[src/rtl/baud_generator_frac.sv]
// Fractional baud-rate generator.
// Produces an oversample-rate tick and a 1x bit-rate tick from an integer +
// fractional divisor. Divisor updates are double-buffered and take effect on
// a period boundary; sync_i restarts the phase for start-bit alignment.
module baud_generator_frac #(
  parameter int unsigned             CNT_W    = 16,
  parameter int unsigned             FRAC_W   = 4,
  parameter int unsigned             OS_RATE  = 16,
  parameter logic [CNT_W-1:0]        DEF_INT  = 16'd27,
  parameter logic [FRAC_W-1:0]       DEF_FRAC = '0
) (
  input  logic              clk,
  input  logic              rst,
  input  logic              en_i,
  input  logic              sync_i,
  input  logic              cfg_load_i,
  input  logic [CNT_W-1:0]  div_int_i,
  input  logic [FRAC_W-1:0] div_frac_i,
  output logic              cfg_pending_o,
  output logic              en_os_baud_o,
  output logic              en_baud_o
);

  localparam int unsigned OS_W = (OS_RATE > 2) ? $clog2(OS_RATE) : 1;
  localparam logic [OS_W-1:0] OS_LAST = OS_W'(OS_RATE - 1);

  // Active and pending divisor registers
  logic [CNT_W-1:0]  r_int_a;
  logic [FRAC_W-1:0] r_frac_a;
  logic [CNT_W-1:0]  r_pend_int;
  logic [FRAC_W-1:0] r_pend_frac;
  logic              r_pending;

  // Timing state
  logic [CNT_W:0]    r_cnt;
  logic [FRAC_W-1:0] r_acc;
  logic              r_carry;
  logic [OS_W-1:0]   r_os_cnt;
  logic              r_os_tick;
  logic              r_baud_tick;

  logic [CNT_W:0]    w_int_eff;
  logic [CNT_W:0]    w_period_m1;
  logic [FRAC_W:0]   w_acc_sum;
  logic              w_run;
  logic              w_wrap;
  logic              w_apply;

  // Period length, wrap detection and the pending-divisor apply condition
  always_comb begin
    w_int_eff   = (r_int_a == '0) ? (CNT_W+1)'(1) : {1'b0, r_int_a};
    // P-1 = int_eff + carry - 1, never negative because int_eff >= 1
    w_period_m1 = w_int_eff + (CNT_W+1)'(r_carry) - (CNT_W+1)'(1);
    w_acc_sum   = {1'b0, r_acc} + {1'b0, r_frac_a};
    w_run       = en_i && !sync_i;
    w_wrap      = w_run && (r_cnt == w_period_m1);
    // A waiting divisor is applied on a wrap, or at once when the generator
    // is idle or being re-phased, since no period is in flight then.
    w_apply     = r_pending && (w_wrap || !w_run);
  end

  // Configuration double-buffer: capture on load, transfer to active on apply
  always_ff @(posedge clk or posedge rst) begin
    if (rst) begin
      r_int_a     <= DEF_INT;
      r_frac_a    <= DEF_FRAC;
      r_pend_int  <= '0;
      r_pend_frac <= '0;
      r_pending   <= 1'b0;
    end else begin
      if (w_apply) begin
        r_int_a  <= r_pend_int;
        r_frac_a <= r_pend_frac;
      end
      // A load on the same edge as an apply stays pending for the next one
      if (cfg_load_i) begin
        r_pend_int  <= div_int_i;
        r_pend_frac <= div_frac_i;
        r_pending   <= 1'b1;
      end else if (w_apply) begin
        r_pending <= 1'b0;
      end
    end
  end

  // Period counter, fractional accumulator, oversample counter and ticks
  always_ff @(posedge clk or posedge rst) begin
    if (rst) begin
      r_cnt       <= '0;
      r_acc       <= '0;
      r_carry     <= 1'b0;
      r_os_cnt    <= '0;
      r_os_tick   <= 1'b0;
      r_baud_tick <= 1'b0;
    end else if (!w_run) begin
      r_cnt       <= '0;
      r_acc       <= '0;
      r_carry     <= 1'b0;
      r_os_cnt    <= '0;
      r_os_tick   <= 1'b0;
      r_baud_tick <= 1'b0;
    end else if (w_wrap) begin
      r_cnt     <= '0;
      r_os_tick <= 1'b1;
      {r_carry, r_acc} <= w_acc_sum;
      if (r_os_cnt == OS_LAST) begin
        r_os_cnt    <= '0;
        r_baud_tick <= 1'b1;
      end else begin
        r_os_cnt    <= r_os_cnt + 1'b1;
        r_baud_tick <= 1'b0;
      end
    end else begin
      r_cnt       <= r_cnt + 1'b1;
      r_os_tick   <= 1'b0;
      r_baud_tick <= 1'b0;
    end
  end

  assign cfg_pending_o = r_pending;
  assign en_os_baud_o  = r_os_tick;
  assign en_baud_o     = r_baud_tick;

endmodule
[config.mk]
export PLATFORM = sky130hd
export DESIGN_NAME = baud_generator_frac
export DESIGN_NICKNAME = d
export VERILOG_FILES = /design/src/rtl/baud_generator_frac.sv
export SDC_FILE = /design/constraint.sdc
export NUM_CORES = 1
export LEC_CHECK = 0
export ABC_AREA = 1
export BUFFER_PORTS_ARGS = -buffer_cell sky130_fd_sc_hd__clkbuf_2
export CORE_ASPECT_RATIO = 0.6
export CORE_MARGIN = 2
export CORE_UTILIZATION = 45
export DETAILED_ROUTE_END_ITERATION = 10
export GPL_TIMING_DRIVEN = 0
export PLACE_DENSITY = 0.6
export SETUP_SLACK_MARGIN = 0.05
export SYNTH_ARGS = -nofsm -noshare
export SYNTH_HDL_FRONTEND = slang
export SYNTH_SLANG_ARGS = --single-unit
[constraint.sdc]
create_clock -name clk -period 4.85 [get_ports clk]
set_input_delay 0.2425 -clock clk [delete_from_list [all_inputs] [get_ports clk]]
set_output_delay 0.2425 -clock clk [all_outputs]
set_load 0.01 [all_outputs]
After elaboration in Yosys (flattened, before gate mapping)
Cells that the tools add are included.
- $add $sub $neg: 5
- multiply operators: 0
- divide/modulo/power cells: 0
- $lt $le $gt $ge: 0
- equal/unequal tests: 3
- shift-type cells: 0
- mux-type cells: 17
- bitwise logic cells: 0
- reductions and logical operators: 8
- operators with widths (cell ; number):
    17-bit two-way mux ; 2
    4-bit two-way mux ; 5
    16-bit by 1-bit adder with 17-bit output ; 1
    17-bit by 1-bit adder with 17-bit output (second input constant) ; 1
    17-bit equality test ; 1
    17-bit by 1-bit subtractor with 17-bit output (second input constant) ; 1
    16-bit logical NOT ; 1
    16-bit two-way mux ; 1
    1-bit two-way mux ; 9
    4-bit by 4-bit adder with 5-bit output ; 1
    4-bit by 1-bit adder with 4-bit output (second input constant) ; 1
    4-bit equality test (second input constant) ; 1
    1-bit logical AND ; 3
    1-bit logical NOT ; 2
    2-bit by 1-bit != test with 1-bit output (second input constant) ; 1
    2-bit nonzero test ; 1
    1-bit logical OR ; 1
- register bits: 69
- bits in latches: 0
- bits in writable memories: 0
- ROM bits: 0
- input port bits: 25
- output and inout port bits: 3
- logic and storage cells: 44
- memories kept: 0

Depth between registers and ports, before layout
Gate-level depths: netlist (run 1).
- word-level depth: 10
- depth in mapped cells: 20
- mapped depth without buffers: 19

Least setup slack after synthesis (run 1)
No wires, ideal clock.
- path type: reg2reg
- from: reg r_int_a[4]
- to: reg r_cnt[2]
- setup time: 0.120 ns
- arrival: 2.660 ns
- slack: 2.070 ns
- stages on the path, launching flop included: 20
- path buffers: 2
- cell sequence: dfstp_2 nor2_4 nand2_2 inv_1 a41oi_1 ha_1 ha_1 inv_1 nor2_2 nand3_1 nand2_1 nand2_1 nand2_1 nand3_1 nor2_1 nand4_1 nand2_1 buf_6 buf_4 nor2_1
- word-level cells in the longest chain between the ends: 8
- ends and longest elaborated chain (what ; RTL line ; text):
    start: declaration ; 28 ; logic [CNT_W-1:0] r_int_a;
    start signal: assignment ; 72 ; r_int_a <= r_pend_int;
    16-bit logical NOT ; 51 ; w_int_eff = (r_int_a == '0) ? (CNT_W+1)'(1) : {1'b0, r_int_a};
    16-bit two-way mux * ; 51 ;
    16-bit by 1-bit adder with 17-bit output * ; 53 ; w_period_m1 = w_int_eff + (CNT_W+1)'(r_carry) - (CNT_W+1)'(1);
    17-bit by 1-bit subtractor with 17-bit output * ; 53 ;
    17-bit equality test * ; 56 ; w_wrap = w_run && (r_cnt == w_period_m1);
    1-bit logical AND * ; 56 ;
    17-bit two-way mux * ; 102 ; end else if (w_wrap) begin
    17-bit two-way mux * ; 95 ; end else if (!w_run) begin
    end signal: assignment ; 114 ; r_cnt <= r_cnt + 1'b1;
    end: declaration ; 35 ; logic [CNT_W:0] r_cnt;
Mark *: on every way between the ends. The rest lies on a longest branch, timed or not.
A chain may end at the register's enable or synchronous reset.

Worst setup path in the final report (run 1)
- from: reg r_int_a[8]
- to: reg r_frac_a[1]
- word-level cells in the longest chain between the ends: 8
- ends and longest elaborated chain (what ; RTL line ; text):
    16-bit logical NOT ; 51 ;
    16-bit two-way mux * ; 51 ;
    16-bit by 1-bit adder with 17-bit output * ; 53 ;
    17-bit by 1-bit subtractor with 17-bit output * ; 53 ;
    17-bit equality test * ; 56 ;
    1-bit logical AND * ; 56 ;
    1-bit logical OR * ; 59 ; w_apply = r_pending && (w_wrap || !w_run);
    1-bit logical AND * ; 59 ;
    end signal: assignment ; 73 ; r_frac_a <= r_pend_frac;
    end: declaration ; 29 ; logic [FRAC_W-1:0] r_frac_a;
Marked as above.

==> results of run 1 <==
worst paths after layout:
path	startpoint	end	slack, ps	depth (start not counted)
setup / recovery	r_int_a[8]	r_frac_a[1]	1340	19
hold / removal	rst	r_pend_int[2]	80	2
setup reg to reg	r_int_a[8]	r_frac_a[1]	1340	19
hold reg to reg	r_int_a[0]	r_int_a[0]	480	2
max in group asynchronous	rst	r_cnt[14]	4220	2
min in group clk	div_int_i[0]	r_pend_int[0]	110	3
synth_stat cells (all sizes together):
cell	n	area, um^2
a21oi	4	20.0
a221oi	1	8.76
a31o	1	8.76
a41oi	1	8.76
and2	1	6.26
buf	11	100
clkbuf	6	22.5
dfrtp	65	1630
dfstp	4	105
fa	1	20.0
ha	8	100
inv	39	146
nand2	187	717
nand3	71	485
nand3b	7	52.6
nand4	7	43.8
nor2	55	275
nor3	5	40.0
o21a	1	7.51
o21ai	6	30.0
o21bai	2	15.0
or2	1	6.26
xnor2	8	70.1
xor2	15	131
per-stage QoR:
| stage | cell area, um^2 | utilization [%] | instances | power, uW |
|---|---|---|---|---|
| 2_1_floorplan | 4050 | - | 507 | 914 |
| 3_3_place_gp | 4320 | 50.1 | 646 | 990 |
| 3_5_place_dp | 4330 | 50.2 | 646 | 998 |
| 4_1_cts | 4680 | 54.3 | 662 | 1780 |
| 5_1_grt | 4680 | 54.3 | 662 | 1860 |
| 6_report | 4680 | 54.3 | 662 | 1770 |
metal layers:
metal / wire length (um) / up-vias
li1: - / 1688
met1: 4980 / 1539
met2: 3760 / 56
met3: 368 / 10
met4: 99 / 0
met5: 0 / -
power by group through the flow:
| stage | combinational, uW | sequential, uW | clock (uW) |
|---|---|---|---|
| after floorplan | 240 | 675 | 0 |
| after global placement | 303 | 688 | 0 |
| after detailed placement | 309 | 689 | 0 |
| after CTS | 311 | 679 | 790 |
| after global routing | 356 | 686 | 818 |
| final | 310 | 678 | 778 |
kinds of logic (layout without fill, tap and decap cells):
logic type,after synthesis,after routing,synth area share (%)
AOI/OAI and AO/OA,16,16,2.44
adders and majority gates,9,9,2.97
xor gates and xnor gates,23,23,4.98
DFF,69,69,42.8
and+or+nand+nor,334,334,40.2
buffers and inverters,56,99,6.65
cell usage in the layout (no fill, tap or decap), types with 9 or more instances in the layout:
cell,synthesis,final
inv_1,36,35
xor2_1,15,15
clkbuf_2,0,27
nand3_2,26,26
nor2_2,12,12
clkbuf_16,0,9
dfrtp_1,65,65
nand3_1,45,45
nor2_1,39,39
nand2_1,183,183
sequential cells by signal, summed over array words and instances (netlist names):
signal / count
en_os_baud_o: 1
r_pend_int: 16
r_acc: 4
r_int_a: 16
r_carry: 1
r_frac_a: 4
r_pend_frac: 4
en_baud_o: 1
r_cnt: 17
r_os_cnt: 4
cfg_pending_o: 1
layout make-up:
class                   instances  area [um^2]  area share (%)
multi-input cells             382         2050            43.7
flip-flops and latches         69         1730            37.0
clock buffers                  11          253            5.40
inverters                      39          149            3.18
well taps                     112          140            2.99
repair buffers                 27          135            2.88
plain buffers                  17          123            2.62
clock inverters                 5          106            2.27
==> results.json, run 1 <==
{
  "clock_path_buffers": 2,
  "synth_fp_nets": 541,
  "crit_chain": "nor2_4, nand2_1, nor2_1, a41oi_1, ha_1, ha_1, inv_1, nand2_1, nand2_1, nand2_1, nand2_1, nand4_1, nor3_1, nand4_1, nand2_1, buf_6, buf_12, nand3_2, nand2_1",
  "ant_nets": 0,
  "met1_usage_pct": 30.8,
  "ys_ff_latch": 69,
  "max_freq_ghz": 0.285,
  "wire_per_inst_um": 13.9,
  "min_path_type": "in2async",
  "route.detailed.drc": 0,
  "path_class": "reg2reg",
  "postCtsHoldBufs": 0,
  "grt.overflow.total": 0,
  "end_kind": "flip-flop",
  "cts_max_level": 3,
  "hold_slack_ps": 75.5,
  "cts_buffers": 9,
  "worst_setup_path_start_kind": "flip-flop",
  "finalSetupTns_ps": 0,
  "max_stage_delay_ps": 480,
  "grt_pass1_wl_um": 16100,
  "core_area_um2": 8620,
  "clkTransAtPathRegs_ps": 60,
  "grt_use_met2_pct": 31.1,
  "grt_busiest_layer": "met2",
  "period_needed_ps": 3510,
  "synthCells": 507,
  "place.gp.congestion": 0.832,
  "cts_resized": 0,
  "routed_wl_um": 9210,
  "dp_slack_ps": 1380,
  "cp_num_buf_inv": 3,
  "nNetsFinal": 579,
  "via_count": 3293,
  "status": "finished clean",
  "clock_sink_count": 69,
  "drtIter0Drc": 207,
  "fillers": 817,
  "synth_cell_types": 35,
  "worstPathArrival_ps": 3780,
  "required_ps": 5120,
  "sw_frac_of_total_pct": 28.0,
  "tightest_slew_ps": 845,
  "initial_core_util_pct": 47.0,
  "cp_top_family": "simple AND/OR/NAND/NOR gates",
  "timing.critical_path.slowest_stage_cell": "dfrtp_1",
  "root_buffer": "clkbuf_16",
  "clk_latency_ps": 330,
  "die_height_um": 77.5,
  "antenna_found_initial": 0,
  "grtUsageTotal_pct": 21.0,
  "power_density_nw_per_um2": 377,
  "drive_above_1_share_pct": 20.4,
  "cts_tree": "yes",
  "maxSlewHeadroom_pct": 43.7,
  "critical_path.most_common_cell": "nand2_1",
  "timing.final.max_slew_violations": 0,
  "grt_max_degree": 70,
  "p_switching_uw": 496,
  "power_frac_clock_pct": 44.0,
  "mappedNetlistArea_um2": 4050,
  "post-dp-hpwl_um": 7020,
  "synth.avg_cell_area_um2": 7.98,
  "vias_per_cell": 4.97,
  "finalSetupViolCount": 0,
  "min_period_over_period_pct": 72.4,
  "grtUsageMet3_pct": 5.03,
  "fin_ws_ps": 1340,
  "num_io_pins": 28,
  "intPower_uw": 1270,
  "row_count": 26,
  "cap_violations": 0,
  "grt_pass1_vias": 3329,
  "dieArea_um2": 9790,
  "ir_drop_mv": 0.215,
  "chipWidth_um": 126,
  "synth_seq_area_share_pct": 42.8,
  "yosys_warnings": 0,
  "first_pass_iters": 5,
  "postCtsSetupBuffers": 0,
  "rsz0062_at_grt": "false",
  "p_comb_share_pct": 17.6,
  "finalClockSkew_ps": 6.91,
  "antennaDiodeCount": 0,
  "p_leak_uw": 0.00238,
  "io_buffers": 27,
  "crit_fanout": 10,
  "hold_viol_final": 0,
  "syn_to_final_growth_pct": 15.7,
  "seqPwrFrac_pct": 38.4
}
(Power assumes the default switching activity.)
==> run 2: changes to the inputs <==
Clock period 4.85 ns to 3.3 ns, I/O delays scaled along.
==> run 2 against run 1 <==
Compared with the run above:
- register-to-register slack got worse by 1200 ps
- via count barely moved
- the run now ends with hold timing left
- critical path type unchanged
- clock power grew 47%
- sequential share of layout area down 0.99 points
- utilization grew 1.6 points
- clock-buffer cell count unchanged
- non-clock buffer count up 6
- flip-flop and latch count is the same
- cell count increased by 0.91%
- critical endpoint unchanged
==> results.json, run 2 (synthesis results as in run 1) <==
{
  "clock_path_buffers": 2,
  "root_buffer": "clkbuf_16",
  "worstPathArrival_ps": 3380,
  "ir_drop_mv": 0.311,
  "worst_setup_path_start_kind": "flip-flop",
  "final_cell_mix": "nand2_1 (182), dfrtp_1 (63), nand3_1 (45)",
  "largest_register_ffs": 17,
  "min_path_type": "in2async",
  "path_class": "reg2reg",
  "place_area_um2": 4330,
  "postCtsHoldBufs": 0,
  "end_kind": "flip-flop",
  "ant_nets": 0,
  "violations": "hold timing",
  "cp_top_family": "simple AND/OR/NAND/NOR gates",
  "cts_max_level": 3,
  "grtUsageTotal_pct": 21.0,
  "place.gp.congestion": 0.832,
  "io_buffers": 27,
  "dieArea_um2": 9790,
  "r2r-end": "r_frac_a[1]",
  "rsz0062_at_grt": "false",
  "power_density_nw_per_um2": 547,
  "p_leak_uw": 0.00242,
  "regMostFlops": "r_cnt",
  "row_count": 26,
  "chipWidth_um": 126,
  "wire_per_inst_um": 13.9,
  "finalClockSkew_ps": 6.62,
  "dp_slack_ps": -172,
  "finalSetupTns_ps": 0,
  "drtIter0Drc": 244,
  "max_stage_delay_ps": 440,
  "antennaDiodeCount": 0,
  "clock_sink_count": 69,
  "crit_fanout": 10,
  "hold_viol_final": 2,
  "finalSetupViolCount": 0,
  "grt_pass1_vias": 3331,
  "regToRegSetupSlack_ps": 190,
  "cts_buffers": 9,
  "period_needed_ps": 3110,
  "grt.overflow.total": 0,
  "clkTransAtPathRegs_ps": 60,
  "status": "complete, but fails checks",
  "routed_wl_um": 9280,
  "top_regs": "r_cnt x17, r_int_a x16, r_pend_int x16",
  "vias_per_cell": 4.93,
  "final_common_cell": "nand2_1",
  "fin_area_um2": 4820,
  "ff2ff_path_depth": 19,
  "post-dp-hpwl_um": 7020,
  "fillers": 794,
  "grt_pass1_wl_um": 16100,
  "cts_tree": "yes",
  "cp_num_buf_inv": 3,
  "syn_to_final_growth_pct": 19.1,
  "die_height_um": 77.5,
  "critical_path.most_common_cell": "nand2_1",
  "max_freq_ghz": 0.321,
  "route.detailed.drc": 0,
  "min_period_over_period_pct": 94.4,
  "clk_latency_ps": 330,
  "initial_core_util_pct": 47.0,
  "cap_violations": 0,
  "core_area_um2": 8620,
  "timing.critical_path.slowest_stage_cell": "dfrtp_1",
  "tightest_slew_ps": 853,
  "via_count": 3291,
  "drive_above_1_share_pct": 23.4,
  "fin_util_pct": 55.9,
  "first_pass_iters": 4,
  "hold_slack_ps": -4.66,
  "maxSlewHeadroom_pct": 43.1,
  "crit_chain": "nor2_4, nand2_1, nor2_4, a41oi_2, ha_4, ha_4, inv_1, nand2_1, nand2_1, nand2_1, nand2_1, nand4_1, nor3_2, nand4_1, nand2_2, buf_8, buf_12, nand3_2, nand2_1",
  "num_io_pins": 28,
  "grt_max_degree": 70,
  "rr_startpoint": "r_int_a[9]",
  "required_ps": 3570,
  "antenna_found_initial": 0,
  "timing.final.max_slew_violations": 0,
  "nNetsFinal": 585,
  "fin_ws_ps": 185
}
[run 2: changes by cell type in the layout (fill, tap and decap cells not counted), moves of 2 or more]
cell and change:
dfrtp_1 -2, nor2_1 -4, buf_8 +2, buf_2 -2
nor2_2 +2, buf_4 +7, dfrtp_2 +2, nor2_4 +2
ha_4 +2, ha_1 -2
[run 2: worst max-delay path by stage]
stage	start	to	slack, ps	cells after the start
3_5_place_dp	r_int_a[8]	r_cnt[12]	-170	18
4_1_cts	r_int_a[8]	r_cnt[12]	70	18
2_1_floorplan	r_int_a[4]	r_cnt[2]	520	19
6_report	r_int_a[9]	r_frac_a[1]	190	19
5_1_grt	r_int_a[9]	r_frac_a[2]	10	19
3_3_place_gp	r_int_a[8]	r_os_cnt[2]	-160	19
[run 2: power breakdown]
group | switching [uW] | leakage [uW] | internal (uW)
registers | 78.0 | 0.000883 | 920
clock network | 359 | 0.000172 | 780
logic | 303 | 0.00137 | 196
total | 739 | 0.00242 | 1900
[run 2: per-layer routing]
metal	global-route usage [%]	wire length (um)	up-vias
met1	30.9	5000	1539
met5	0	0	-
met4	5.16	55	0
met3	5.03	397	4
li1	-	-	1698
met2	31.1	3830	50
[run 2: cell type report]
type / instances / area, um^2 / share of cell area (%)
multi-input cells: 382 / 2120 / 44.0
flip-flops and latches: 69 / 1730 / 36.0
clock buffers: 11 / 253 / 5.24
repair buffers: 33 / 180 / 3.74
inverters: 39 / 149 / 3.09
well taps: 112 / 140 / 2.91
plain buffers: 17 / 139 / 2.88
clock inverters: 5 / 106 / 2.21
[run 2: timing repair]
item / CTS / global route
endpoints found under the setup margin: 47 / 46
resized for setup: 8 / 16
buffers inserted: 0 / 6
pin swaps: 1 / 7
[run 2: metrics by stage]
| step | cells | power (uW) |
|---|---|---|
| after CTS | 662 | 2630 |
| after global routing | 668 | 2780 |
| after detailed placement | 646 | 1470 |
| final | 668 | 2640 |
| after floorplan | 507 | 1340 |
| after global placement | 646 | 1460 |
==> run 3: changes to the inputs <==
Settings changed: HOLD_SLACK_MARGIN from default to 0.15, PLACE_DENSITY 0.6 to default, PLACE_DENSITY_LB_ADDON from default to 0.25.
==> run 3 against run 2 <==
Compared with the run above:
- the run now ends clean
- non-clock buffer count grew 23
- worst setup slack got worse by 49 ps
- via count rose by 7.8%
- highest routed layer unchanged
- final area is 3.3% higher
- flip-flop and latch count is the same
==> results.json, run 3 (synthesis results as in run 1) <==
{
  "clk_latency_ps": 340,
  "regMostFlops": "r_cnt",
  "hold_slack_ps": 339,
  "tightest_slew_ps": 858,
  "antenna_found_initial": 0,
  "maxSlewHeadroom_pct": 42.8,
  "via_count": 3547,
  "vias_per_cell": 5.13,
  "whs_path_depth": 4,
  "grt_pass1_wl_um": 16300,
  "finalSetupViolCount": 0,
  "chipWidth_um": 126,
  "hold_path_startpoint": "cfg_load_i",
  "hold_viol_final": 0,
  "required_ps": 3570,
  "worst_setup_path_start_kind": "flip-flop",
  "post-dp-hpwl_um": 6940,
  "row_count": 26,
  "cts_max_level": 3,
  "num_io_pins": 28,
  "end_kind": "flip-flop",
  "min_path_type": "in2reg",
  "antennaDiodeCount": 0,
  "cts_buffers": 9,
  "root_buffer": "clkbuf_16",
  "regToRegSetupSlack_ps": 140,
  "final_cell_mix": "nand2_1 (180), dfrtp_1 (61), nand3_1 (45)",
  "min_to": "r_pend_int[11]",
  "p_comb_share_pct": 21.7,
  "drive_above_1_share_pct": 22.8,
  "first_pass_iters": 5,
  "drtIter0Drc": 312,
  "fin_area_um2": 4980,
  "p_switching_uw": 759,
  "timing.final.max_slew_violations": 0,
  "dieArea_um2": 9790,
  "cap_violations": 0,
  "clkTransAtPathRegs_ps": 60,
  "status": "finished clean",
  "cts_tree": "yes",
  "largest_register_ffs": 17,
  "ant_nets": 0,
  "ff2ff_path_depth": 18,
  "rsz0062_at_grt": "true",
  "worstPathArrival_ps": 3440,
  "route.detailed.drc": 0,
  "final_cells": 691,
  "seqPwrFrac_pct": 40.2,
  "nNetsFinal": 608,
  "path_class": "reg2reg",
  "die_height_um": 77.5,
  "core_area_um2": 8620,
  "place_area_um2": 4330,
  "power_frac_clock_pct": 38.1,
  "io_buffers": 27,
  "clock_path_buffers": 2,
  "ir_drop_mv": 0.270,
  "placed_cells": 646,
  "grt.overflow.total": 0,
  "final_common_cell": "nand2_1",
  "clock_sink_count": 69,
  "wire_per_inst_um": 14.0,
  "top_regs": "r_cnt x17, r_int_a x16, r_pend_int x16",
  "place.gp.congestion": 0.874,
  "max_freq_ghz": 0.316,
  "syn_to_final_growth_pct": 23.0,
  "rr_startpoint": "r_int_a[4]",
  "routed_wl_um": 9650,
  "intPower_uw": 1720,
  "period_needed_ps": 3160,
  "finalClockSkew_ps": 4.31,
  "grt_pass1_vias": 3441,
  "crit_fanout": 10,
  "p_leak_uw": 0.00248,
  "grt_max_degree": 70,
  "grtUsageTotal_pct": 21.3,
  "initial_core_util_pct": 47.0,
  "sw_frac_of_total_pct": 30.6,
  "power_density_nw_per_um2": 498,
  "fin_util_pct": 57.8,
  "r2r-end": "r_frac_a[2]",
  "min_period_over_period_pct": 95.9,
  "total_power_uw": 2480
}
run 3: changes by cell type in the layout (fill, tap and decap cells not counted), moves of 2 or more:
cell,previous run,this run
dlygate4sd3_1,0,22
bufinv_16,3,1
clkbuf_8,2,0
clkinv_2,0,2
dfrtp_1,63,61
dfrtp_2,2,4
nand2_1,182,180
nand2_2,3,5
run 3: worst max-delay path by stage:
| stage | startpoint | to | slack (ps) | cells after the start |
|---|---|---|---|---|
| 3_5_place_dp | r_int_a[8] | r_cnt[3] | -170 | 18 |
| 6_report | r_int_a[4] | r_frac_a[2] | 140 | 18 |
| 5_1_grt | r_int_a[9] | r_int_a[9] | 6 | 19 |
| 4_1_cts | r_int_a[8] | r_cnt[3] | 50 | 18 |
| 3_3_place_gp | r_int_a[8] | r_os_cnt[2] | -120 | 19 |
| 2_1_floorplan | r_int_a[4] | r_cnt[2] | 520 | 19 |
run 3: timing repair:
action | CTS | global route
hold endpoints to repair | 85 | 0
setup endpoints to repair | 47 | 47
pin swaps | 2 | 7
resized for setup | 8 | 18
buffers inserted | 1 | 6
hold buffers | 22 | 0
run 3: final cells by class:
cell class	count	area [um^2]
Clock inverter	6	63.8
Inverter	39	149
Tap cell	112	140
Fill cell	755	3640
Timing Repair Buffer	56	408
Clock buffer	10	229
Sequential cell	69	1740
Multi-Input combinational cell	382	2110
Buffer	17	139
run 3: stage by stage:
stage / setup TNS [ps] / worst slack, ps
finish: 0 / 136
global route: 0 / 5.78
CTS: 0 / 51.1
detailed placement: -6130 / -166
global placement: -4120 / -116
floorplan: 0 / 520
run 3: worst max-delay path: stages, from the launching register on:
cell	delay [ps]
dfstp_2	590
nor2_4	70
nand2_4	110
inv_1	100
a41oi_2	200
ha_4	200
ha_4	170
nand2_4	80
nor2_8	180
nand3_2	80
xor2_1	180
nand2_1	80
nor2_1	170
nand4_1	230
nand2_2	170
buf_8	170
buf_12	160
nand3_2	70
nand2_1	80
run 3: power by group through the flow:
stage               Clock [uW]  Sequential, uW  Combinational [uW]
floorplan                    0             991                 352
global placement             0            1010                 439
detailed placement           0            1010                 453
CTS                        963             997                 495
global route              1010            1010                 603
finish                     946             998                 538
run 3: routing by layer:
layer | GRT usage, % | vias to the layer above | wire [um]
li1 | - | 1746 | -
met1 | 30.0 | 1704 | 4730
met2 | 32.2 | 88 | 4130
met3 | 6.34 | 9 | 678
met4 | 5.60 | 0 | 106
met5 | 0 | - | 0
